`src/rtl/pid_sweep_scheduler.sv`:
```
// Shares one PID unit across NUM_CH motor channels, one sweep per control tick.
// Ports: clk/reset, enable, err_in/limit_in, pid_req_*/pid_rsp_*, corr_out, status.
module pid_sweep_scheduler #(
  parameter int                 NUM_CH      = 8,
  parameter int                 TICK_DIV    = 50000,
  parameter logic signed [31:0] CORR_LIM    = 32'sd1000000,
  parameter int                 RSP_TIMEOUT = 255
) (
  input  logic                  clk,
  input  logic                  reset,
  input  logic                  enable,
  input  logic [NUM_CH*32-1:0]  err_in,
  input  logic [NUM_CH-1:0]     limit_in,
  output logic                  pid_req_valid,
  input  logic                  pid_req_ready,
  output logic [3:0]            pid_req_ch,
  output logic [31:0]           pid_req_err,
  input  logic                  pid_rsp_valid,
  input  logic [31:0]           pid_rsp_corr,
  output logic [NUM_CH*32-1:0]  corr_out,
  output logic                  sweep_done,
  output logic                  busy,
  output logic [15:0]           overrun_cnt,
  output logic [NUM_CH-1:0]     timeout_flags
);

  localparam int CW = (NUM_CH > 1) ? $clog2(NUM_CH) : 1;
  localparam int TW = $clog2(TICK_DIV);
  localparam logic [TW-1:0] T_LAST = TW'(TICK_DIV - 1);
  localparam logic [CW-1:0] C_LAST = CW'(NUM_CH - 1);
  localparam logic [15:0]   W_LAST = 16'(RSP_TIMEOUT - 1);

  typedef enum logic [2:0] {
    S_IDLE, S_ISSUE, S_WAIT, S_STORE, S_PUBLISH
  } state_t;

  state_t             state, state_nx;
  logic [TW-1:0]      tcnt;
  logic               tick;
  logic [CW-1:0]      ch;
  logic               req_pend;
  logic               skip;
  logic [15:0]        wcnt;
  logic signed [31:0] clamped;
  logic signed [31:0] snap   [NUM_CH];
  logic signed [31:0] shadow [NUM_CH];

  assign tick        = enable && (tcnt == T_LAST);
  assign busy        = (state != S_IDLE);
  assign pid_req_ch  = 4'(ch);
  assign pid_req_err = snap[ch];

  always_ff @(posedge clk) begin
    if (reset) state <= S_IDLE;
    else       state <= state_nx;
  end

  // Once a request is raised it stays up until accepted, even if the
  // limit switch closes in the meantime (req_pend masks the skip).
  always_comb begin
    state_nx      = state;
    pid_req_valid = 1'b0;
    skip          = 1'b0;
    unique case (state)
      S_IDLE: if (tick) state_nx = S_ISSUE;
      S_ISSUE: begin
        if (!req_pend && limit_in[ch]) begin
          skip     = 1'b1;
          state_nx = S_STORE;
        end else begin
          pid_req_valid = 1'b1;
          if (pid_req_ready) state_nx = S_WAIT;
        end
      end
      S_WAIT:
        if (pid_rsp_valid || wcnt == W_LAST) state_nx = S_STORE;
      S_STORE:
        state_nx = (ch == C_LAST) ? S_PUBLISH : S_ISSUE;
      S_PUBLISH: state_nx = S_IDLE;
      default:   state_nx = S_IDLE;
    endcase
  end

  always_comb begin
    clamped = pid_rsp_corr;
    if ($signed(pid_rsp_corr) > CORR_LIM)       clamped = CORR_LIM;
    else if ($signed(pid_rsp_corr) < -CORR_LIM) clamped = -CORR_LIM;
  end

  always_ff @(posedge clk) begin
    if (reset) begin
      tcnt          <= '0;
      ch            <= '0;
      req_pend      <= 1'b0;
      wcnt          <= '0;
      overrun_cnt   <= '0;
      timeout_flags <= '0;
      corr_out      <= '0;
      sweep_done    <= 1'b0;
      for (int k = 0; k < NUM_CH; k++) begin
        snap[k]   <= '0;
        shadow[k] <= '0;
      end
    end else begin
      sweep_done <= 1'b0;
      if (!enable || tcnt == T_LAST) tcnt <= '0;
      else                           tcnt <= tcnt + TW'(1);
      if (tick && busy && overrun_cnt != 16'hFFFF)
        overrun_cnt <= overrun_cnt + 16'd1;
      unique case (state)
        S_IDLE: begin
          if (tick) begin
            for (int k = 0; k < NUM_CH; k++)
              snap[k] <= err_in[32*k +: 32];
            ch <= '0;
          end
        end
        S_ISSUE: begin
          wcnt <= '0;
          if (skip) shadow[ch] <= '0;
          else      req_pend   <= !pid_req_ready;
        end
        S_WAIT: begin
          if (pid_rsp_valid) begin
            shadow[ch] <= clamped;
          end else if (wcnt == W_LAST) begin
            shadow[ch]        <= '0;
            timeout_flags[ch] <= 1'b1;
          end else begin
            wcnt <= wcnt + 16'd1;
          end
        end
        S_STORE: if (ch != C_LAST) ch <= ch + CW'(1);
        S_PUBLISH: begin
          for (int k = 0; k < NUM_CH; k++)
            corr_out[32*k +: 32] <= shadow[k];
          sweep_done <= 1'b1;
        end
        default: ;
      endcase
    end
  end

endmodule

```
`config.mk`:
```
export PLATFORM = sky130hd
export DESIGN_NAME = pid_sweep_scheduler
export DESIGN_NICKNAME = d
export VERILOG_FILES = /design/src/rtl/pid_sweep_scheduler.sv
export SDC_FILE = /design/constraint.sdc
export NUM_CORES = 1
export LEC_CHECK = 0
export BUFFER_PORTS_ARGS = -buffer_cell sky130_fd_sc_hd__buf_2
export CORE_MARGIN = 2
export CORE_UTILIZATION = 45
export DETAILED_ROUTE_END_ITERATION = 10
export PLACE_DENSITY = 0.65
export SLEW_MARGIN = 20
export SYNTH_ARGS = -nofsm -noshare
export SYNTH_HDL_FRONTEND = slang
export SYNTH_SLANG_ARGS = --single-unit
export TNS_END_PERCENT = 20
```
`constraint.sdc`:
```
create_clock -name clk -period 15.2 [get_ports clk]
set_input_delay 3.04 -clock clk [delete_from_list [all_inputs] [get_ports clk]]
set_output_delay 3.04 -clock clk [all_outputs]
set_load 0.05 [all_outputs]
```
=== Word level (Yosys, flattened, before mapping) ===
Memories as Yosys holds them, arrays and structs flattened. A register that Yosys moved wholly into a read port is not among the register bits.
Index checks and enable logic that the tools add are counted.
Widths: inputs -> output; s select.

* $add $sub $neg: 4
* Magnitude comparators: 4
* Eq/ne operators: 15
* Mux-type cells: 57
* Bitwise gates (word level): 13
* Reductions and logical operators: 21

{| class="wikitable"
|+ Operators with widths
! kind !! number
|-
| $mux 32 || 13
|-
| $add 16x1->16 const B || 3
|-
| $gt 32x21->1 const B || 1
|-
| $lt 32x21->1 const B || 1
|-
| $mux 16 || 2
|-
| $pmux 16 s2 || 1
|-
| $reduce_or 32->1 || 1
|-
| $mux 3 || 10
|-
| $mux 1 || 27
|-
| $eq 16x16->1 const B || 1
|-
| $eq 16x8->1 const B || 1
|-
| $ne 16x16->1 const B || 1
|-
| $pmux 3 s4 || 1
|-
| $reduce_and 3->1 || 4
|-
| $ne 2x2->1 const B || 5
|-
| $or 1x1->1 || 10
|-
| $or 8x8->8 || 1
|-
| $eq 3x2->1 const B || 2
|-
| $eq 3x3->1 const B || 2
|-
| $ne 3x3->1 const B || 2
|-
| $pmux 3 s2 || 1
|-
| $logic_and 1x1->1 || 5
|-
| $lt 3x4->1 const B || 1
|-
| $reduce_bool 2->1 || 2
|-
| 12 further kinds || 16
|}

* Bits in registers: 64
* Memory bits (writable): 512
* Input port bits: 301
* Output and inout port bits: 319
* Memories kept: 2

{| class="wikitable"
|+ Memory list
! memory !! words !! bits a word !! read ports !! clocked after Yosys merged registers in !! write ports !! RTL line !! RTL
|-
| shadow || 8 || 32 || 8 || 8 || 8 || 46 || <nowiki>logic signed [31:0] shadow [NUM_CH];</nowiki>
|-
| snap || 8 || 32 || 1 || 1 || 8 || 45 || <nowiki>logic signed [31:0] snap [NUM_CH];</nowiki>
|}

=== Logic depth before layout (Yosys ltp) ===
Gate-level depths: netlist of the first run.

* Word-level depth: 13
* Mapped depth: 9
* Depth with buffers taken out: 8

=== Worst setup path before layout of the first run ===
Ideal clock, no wire load.

* Path type: input port to flip-flop
* Start: input reset
* End: memory snap[0][0], enable pin
* Library setup time: 0.663 ns
* Arrival: 9.722 ns
* Slack: 4.815 ns
* Stages: 3
* Path through: clkbuf_1 > clkbuf_1 > nand2b_1

{| class="wikitable"
|+ RTL lines
! item !! RTL line !! RTL
|-
| start, declared || 10 || <nowiki>input logic reset,</nowiki>
|-
| end, declared || 45 ||
|}

=== Final worst setup path of the first run ===
* Start: input limit_in[7]
* End: output pid_req_valid

* Longest elaborated chain between the ends: 5

{| class="wikitable"
|+ Ends and longest elaborated chain
! item !! RTL line !! RTL
|-
| start, declared || 13 || <nowiki>input logic [NUM_CH-1:0] limit_in,</nowiki>
|-
| $bmux 1 s3 || 67 || <nowiki>if (!req_pend && limit_in[ch]) begin</nowiki>
|-
| $mux 1 (implied by the code) || 67 ||
|-
| $logic_and 1x1->1 || 67 ||
|-
| $mux 1 || 67 ||
|-
| $mux 1 || 64 || <nowiki>unique case (state)</nowiki>
|-
| end, declared || 14 || <nowiki>output logic pid_req_valid,</nowiki>
|}

No other way between the ends. The select of a mux whose other input is x is not followed.

==> results of run 1 <==
cell usage in the layout (no fill, tap or decap), types with 6 or more instances in the layout:
cell	instances
nor4_1	22
nor2b_1	68
clkbuf_16	89
diode_2	22
clkbuf_8	12
edfxtp_1	512
clkinv_1	10
xnor2_1	30
nor2_1	344
a21o_1	6
dfxtp_1	320
inv_1	16
o21ai_0	10
nor2_2	6
nand2b_1	11
bufinv_16	6
buf_2	617
xor2_1	7
mux4_2	65
buf_4	42
nand2_1	544
and2_1	192
or3_1	8
ha_1	7
a21oi_1	271
mux2_2	33
nand4_1	24
or4_1	6
clkbuf_1	27
clkinv_2	11
nand3_1	24
nor3_1	13
cells in the mapped netlist (2+ instances only):
| cell type | n | share of area (%) |
|---|---|---|
| mux2i_1 | 5 | 0.15 |
| inv_1 | 16 | 0.19 |
| a21oi_1 | 271 | 4.2 |
| buf_1 | 17 | 0.20 |
| clkbuf_1 | 158 | 1.8 |
| ha_1 | 7 | 0.27 |
| nand3_1 | 24 | 0.37 |
| nor3_1 | 14 | 0.22 |
| edfxtp_1 | 512 | 47 |
| and4b_1 | 2 | 0.062 |
| nand2_1 | 545 | 6.3 |
| and4_1 | 3 | 0.081 |
| o211ai_1 | 2 | 0.046 |
| nand4_1 | 24 | 0.46 |
| mux4_2 | 65 | 4.5 |
| and2_1 | 193 | 3.7 |
| nor2b_1 | 68 | 1.3 |
| a31o_2 | 2 | 0.054 |
| nor2_1 | 350 | 4.1 |
| o21ai_1 | 2 | 0.031 |
| or4_1 | 6 | 0.14 |
| a21o_1 | 6 | 0.14 |
| xor2_1 | 7 | 0.19 |
| or3_1 | 8 | 0.15 |
| buf_6 | 2 | 0.070 |
| a31oi_1 | 4 | 0.077 |
| xnor2_1 | 30 | 0.81 |
| o21ai_0 | 10 | 0.15 |
| buf_4 | 2 | 0.046 |
| buf_2 | 2 | 0.031 |
| nand3b_1 | 2 | 0.046 |
| nand2b_1 | 12 | 0.23 |
| nor4_1 | 23 | 0.44 |
| dfxtp_1 | 323 | 20 |
| o31ai_1 | 2 | 0.046 |
| and3_1 | 4 | 0.077 |
| nor3b_1 | 5 | 0.12 |
| mux2_2 | 33 | 1.1 |
| and2b_1 | 2 | 0.046 |
power breakdown:
part	leakage (nW)	switching, W	internal [W]
logic	6.12	0.000119	0.0000595
clock network	1.43	0.000904	0.00125
registers	7.47	0.0000217	0.00247
total	15.0	0.00104	0.00379
critical path, stage by stage:
cell	delay, ps
buf_2	80
nand2_1	50
mux4_2	520
a21oi_1	300
nor2_1	70
buf_2	220
sequential cells by signal, summed over array words and instances (netlist names), named ones only:
register	cells
snap	256
timeout_flags	8
overrun_cnt	16
shadow	256
corr_out	256
ch	3
state	3
req_pend	1
sweep_done	1
tcnt	16
wcnt	16
cell families (layout without fill, tap and decap cells):
| group | count (synthesis) | after routing |
|---|---|---|
| AO/OA/AOI/OAI | 305 | 305 |
| buffers and inverters | 197 | 843 |
| flip-flops | 835 | 835 |
| XOR/XNOR | 37 | 37 |
| other | 1 | 23 |
| adder cells (fa/ha/maj) | 7 | 7 |
| multiplexers | 103 | 103 |
| AND/OR/NAND/NOR | 1295 | 1295 |
area by class of cell:
type | count | area [µm²]
Antenna cell | 22 | 55.1
Inverter | 16 | 60.1
Tap cell | 950 | 1190
Multi-Input combinational cell | 1748 | 9830
Timing Repair Buffer | 661 | 3440
Clock inverter | 38 | 438
Clock buffer | 128 | 2490
Fill cell | 6191 | 32000
Sequential cell | 835 | 21800
metal layers:
metal  track usage, %  vias up  part of all wire [%]
met5                0        -                 0.041
met4             10.4        6                   3.9
li1                 -    10700                     -
met3             6.93      209                   8.4
met2             42.4      904                    48
met1             33.4    11500                    40
how the worst max path moves through the flow:
stage | endpoint | slack (ps) | cells after the start
after floorplan | snap[0][0]$_SDFFCE_PN0P_ | 4820 | 3
after global placement | pid_req_valid | 7890 | 6
after detailed placement | pid_req_valid | 7890 | 6
after CTS | pid_req_valid | 7890 | 6
after global routing | pid_req_valid | 7830 | 6
final | pid_req_valid | 7880 | 6
through the flow:
| stage | hold WS [ps] | instances | util, % | setup slack, ps | power [W] |
|---|---|---|---|---|---|
| 2_1_floorplan | 430 | 2780 | - | 4820 | 0.00263 |
| 3_3_place_gp | 440 | 4210 | 50.9 | 7890 | 0.00272 |
| 4_1_cts | 451 | 4376 | 55.0 | 7890 | 0.00487 |
| 6_report | 448 | 4398 | 55.1 | 7880 | 0.00483 |
| 5_1_grt | 466 | 4387 | 55.1 | 7830 | 0.00497 |
| 3_5_place_dp | 443 | 4210 | 50.9 | 7890 | 0.00272 |
==> results.sh, run 1 <==
export IMPL_cts_tree="done"
export IMPL_gr_usage_all_layers_pct=26.1
export IMPL_grt_max_degree=200
export IMPL_worst_pin_slew_ps=1090
export IMPL_fin_skew_ps=24.8
export IMPL_synthAdderAreaFrac_pct=0.271
export IMPL_ir_drop_uv=98.3
export IMPL_worstHoldPathCells=2
export IMPL_synth_cells=2780
export IMPL_synth_edf_count=512
export IMPL_dieArea_um2=74100
export IMPL_hold_viol=0
export IMPL_async_reset_ff_share_pct=0
export IMPL_min_period_ps=7320
export IMPL_syn_nets=3088
export IMPL_ys_types=56
export IMPL_syn_area_um2=32400
export IMPL_period_share_pct=48.2
export IMPL_rsz0062_at_grt="no"
export IMPL_via_count=23400
export IMPL_final_area_um2=39400
export IMPL_cts_setup_buffers=0
export IMPL_hold_buffers=0
export IMPL_num_rows=98
export IMPL_die_x_um=272
export IMPL_place_detailed_hpwl_mm=67.3
export IMPL_placed_area_um2=36300
export IMPL_cts_resized=0
export IMPL_ys_seq_area_share_pct=67.5
export IMPL_clockBufferDepth=3
export IMPL_clk_latency_ps=650
export IMPL_final_antenna_net_count=0
export IMPL_synth_compound_area_share_pct=4.90
export IMPL_hold_path_class="register to register"
export IMPL_p_leak_nw=15.0
export IMPL_setup_viol=0
export IMPL_r2r_setup_slack_ps=11140
export IMPL_clk_pin_slew_ps=50
export IMPL_max_slew_margin_pct=27.5
export IMPL_port_buffers=618
export IMPL_min_from="corr_out[25]$_SDFFE_PP0P_"
export IMPL_root_buffer="clkbuf_16"
export IMPL_antenna_found_initial=29
export IMPL_drc=0
export IMPL_htreeDepth=3
export IMPL_cts_inserted_buffers=88
export IMPL_fp_coreArea_um2=71400
export IMPL_layout_nets=3658
export IMPL_finalMaxSlewViolations=0
export IMPL_synth_warnings=0
export IMPL_clock_sinks=835
export IMPL_r2r_cells=6
export IMPL_startpoint_type="input port"
export IMPL_first_global_vias=22400
export IMPL_cp_end_kind="primary output"
export IMPL_crit_path_start="limit_in[7]"
export IMPL_gp_congestion=0.839
export IMPL_grt_pass1_wl_mm=144
export IMPL_r2r_start="state[0]$_SDFFE_PP0P_"
export IMPL_setup_tns_ps=0
export IMPL_via_per_inst=5.31
export IMPL_status="finished clean"
export IMPL_syn_area_per_cell_um2=11.6
export IMPL_p_per_area_nw_per_um2=123
export IMPL_cap_violations=0
export IMPL_dominantRegCellSynth="edfxtp_1"
export IMPL_ys_ff_latch=835
export IMPL_grt_overflow_total=0
export IMPL_setup_worst_path_class="input port to primary output"
export IMPL_ios=620
export IMPL_area_delta_synth_final_pct=21.6
export IMPL_wl_mm=99.5
export IMPL_hold_end="corr_out[25]$_SDFFE_PP0P_"
export IMPL_required_ps=12160
export IMPL_start_util_pct=45.4
export IMPL_detail_route_wl_per_cell_um=22.6
export IMPL_fmax_ghz=0.137
export IMPL_synthMuxAreaShare_pct=5.82
export IMPL_synth_top_family_by_area="simple AND/OR/NAND/NOR gates"
export IMPL_synth_simple_area_share_pct=18.2
export IMPL_cp_max_fo=4
export IMPL_drive_gt1_share_pct=26.6
export IMPL_die_h_um=272
export IMPL_cp_arrival_ps=4280
export IMPL_timing_rr_end="snap[0][3]$_SDFFCE_PN0P_"
export IMPL_synthXorXnorAreaFrac_pct=1.00
export IMPL_drtIter0Drc=2421
export IMPL_drt_first_pass_iters=5
Note: power is estimated with default switching activity, not from simulation.
==> run 2, diff against run 1 <==
Settings changed: PLACE_DENSITY 0.65 to 0.68.
Clock period 15.2 ns to 6.4 ns, I/O delays scaled along.
==> run 2 against run 1 <==
Net effect: final cell count is 0.18% higher; sequential share of layout area shrank 0.19 points; clock power up 140%; hold slack about the same; die area unchanged; global-route usage increased by 0.24 points; non-clock buffer count is the same; clock skew up 32 ps; sequential cell count is the same; combinational power rose by 140%.
==> results.sh, run 2 (same netlist as run 1, synthesis figures left out) <==
export IMPL_clk_latency_ps=670
export IMPL_cts_tree="done"
export IMPL_finalMaxSlewViolations=0
export IMPL_required_ps=5120
export IMPL_cts_resized=0
export IMPL_setup_viol=0
export IMPL_period_share_pct=68.9
export IMPL_place_ws_ps=1900
export IMPL_via_count=23600
export IMPL_fin_skew_ps=57.2
export IMPL_ios=620
export IMPL_die_h_um=272
export IMPL_layout_cells_most_common="buf_2"
export IMPL_num_rows=98
export IMPL_place_detailed_hpwl_mm=68.1
export IMPL_via_per_inst=5.36
export IMPL_cp_max_fo=33
export IMPL_grt_overflow_total=0
export IMPL_port_buffers=618
export IMPL_gp_congestion=0.892
export IMPL_rsz0062_at_grt="no"
export IMPL_drc=0
export IMPL_worst_pin_slew_ps=1240
export IMPL_mostFrequentLayoutCells="buf_2, nand2_1, edfxtp_1, nor2_1, dfxtp_1"
export IMPL_p_leak_nw=15.1
export IMPL_drive_gt1_share_pct=26.5
export IMPL_cts_setup_buffers=0
export IMPL_fill_cells=6082
export IMPL_setup_tns_ps=0
export IMPL_multiInputGateArea_um2=9800
export IMPL_grt_pass1_wl_mm=144
export IMPL_cts_inserted_buffers=87
export IMPL_start_util_pct=45.4
export IMPL_die_x_um=272
export IMPL_fmax_ghz=0.227
export IMPL_final_antenna_net_count=0
export IMPL_max_slew_margin_pct=17.4
export IMPL_startpoint_type="register"
export IMPL_place_inst=4209
export IMPL_ir_drop_uv=242
export IMPL_root_buffer="clkbuf_16"
export IMPL_setup_slack_ps=1990
export IMPL_htreeDepth=3
export IMPL_cp_end_kind="primary output"
export IMPL_p_per_area_nw_per_um2=295
export IMPL_area_delta_synth_final_pct=22.0
export IMPL_status="finished clean"
export IMPL_hold_path_class="register to register"
export IMPL_antenna_found_initial=49
export IMPL_layout_cells_non_filler=4406
export IMPL_register_area_um2=21800
export IMPL_hold_viol=0
export IMPL_drt_first_pass_iters=6
export IMPL_drtIter0Drc=2614
export IMPL_wl_mm=101
export IMPL_setup_worst_path_class="register to primary output"
export IMPL_clockBufferDepth=3
export IMPL_clk_pin_slew_ps=60
export IMPL_dieArea_um2=74100
export IMPL_cap_violations=0
export IMPL_hold_buffers=0
export IMPL_first_global_vias=22500
export IMPL_cp_arrival_ps=3130
export IMPL_gr_usage_all_layers_pct=26.4
export IMPL_clock_sinks=835
export IMPL_grt_max_degree=220
export IMPL_layout_nets=3657
export IMPL_top_regs="corr_out: 256 flops, shadow: 256 flops, snap: 256 flops"
export IMPL_fp_coreArea_um2=71400
export IMPL_min_period_ps=4410
export IMPL_detail_route_wl_per_cell_um=22.8
==> run 2: cell count changes in the layout (fill, tap and decap cells not counted), sizes merged <==
| cell | before | now |
|---|---|---|
| bufinv | 6 | 11 |
| clkbuf | 128 | 109 |
| clkinv | 24 | 35 |
| clkinvlp | 1 | 3 |
| diode | 22 | 36 |
| inv | 23 | 18 |
==> run 2: final cells by class <==
class | count | share of cell area, %
sequential | 835 | 55.3
timing repair buffer | 661 | 8.88
multi-input combinational | 1748 | 24.8
clock inverter | 51 | 1.61
clock buffer | 109 | 5.96
antenna | 36 | 0.228
inverter | 16 | 0.152
tap | 950 | 3.01
==> run 2: final timing paths <==
check | startpoint | to | slack (ps) | cells past startpoint
setup / recovery | register | pid_req_err[9] | 1990 | 4
hold reg to reg | corr_out[53]$_SDFFE_PP0P_ | corr_out[53]$_SDFFE_PP0P_ | 450 | 2
setup reg to reg | ch[1]$_SDFFE_PP0P_ | shadow[0][31]$_SDFFCE_PN0P_ | 2850 | 6
hold / removal | corr_out[53]$_SDFFE_PP0P_ | corr_out[53]$_SDFFE_PP0P_ | 450 | 2
==> run 2: critical path, cell delays in order, from the launching register on <==
cell and delay [ps]:
dfxtp_2 950, buf_4 570, mux4_2 430, mux2_2 280, buf_2 210
==> run 2: per-layer routing <==
| metal | track usage, % | routed length (µm) | vias to the layer above |
|---|---|---|---|
| met3 | 9.16 | 10600 | 233 |
| li1 | - | - | 10700 |
| met4 | 14.5 | 4730 | 18 |
| met1 | 32.9 | 38400 | 11500 |
| met2 | 40.4 | 46800 | 1094 |
| met5 | 0 | 124 | - |
==> run 2: through the flow <==
| stage | hold WS [ps] | util, % | area (µm²) | power (W) |
|---|---|---|---|---|
| after floorplan | 430 | - | 32400 | 0.00624 |
| after global placement | 440 | 51.0 | 36400 | 0.00646 |
| after detailed placement | 443 | 51.0 | 36400 | 0.00646 |
| after CTS | 452 | 55.2 | 39400 | 0.0117 |
| after global routing | 465 | 55.3 | 39500 | 0.0120 |
| final | 448 | 55.3 | 39500 | 0.0116 |
==> run 2: where the power goes <==
group | leakage (nW) | internal [W] | switching, W
combinational | 6.15 | 0.000144 | 0.000277
clock | 1.45 | 0.00308 | 0.00220
sequential | 7.47 | 0.00588 | 0.0000602
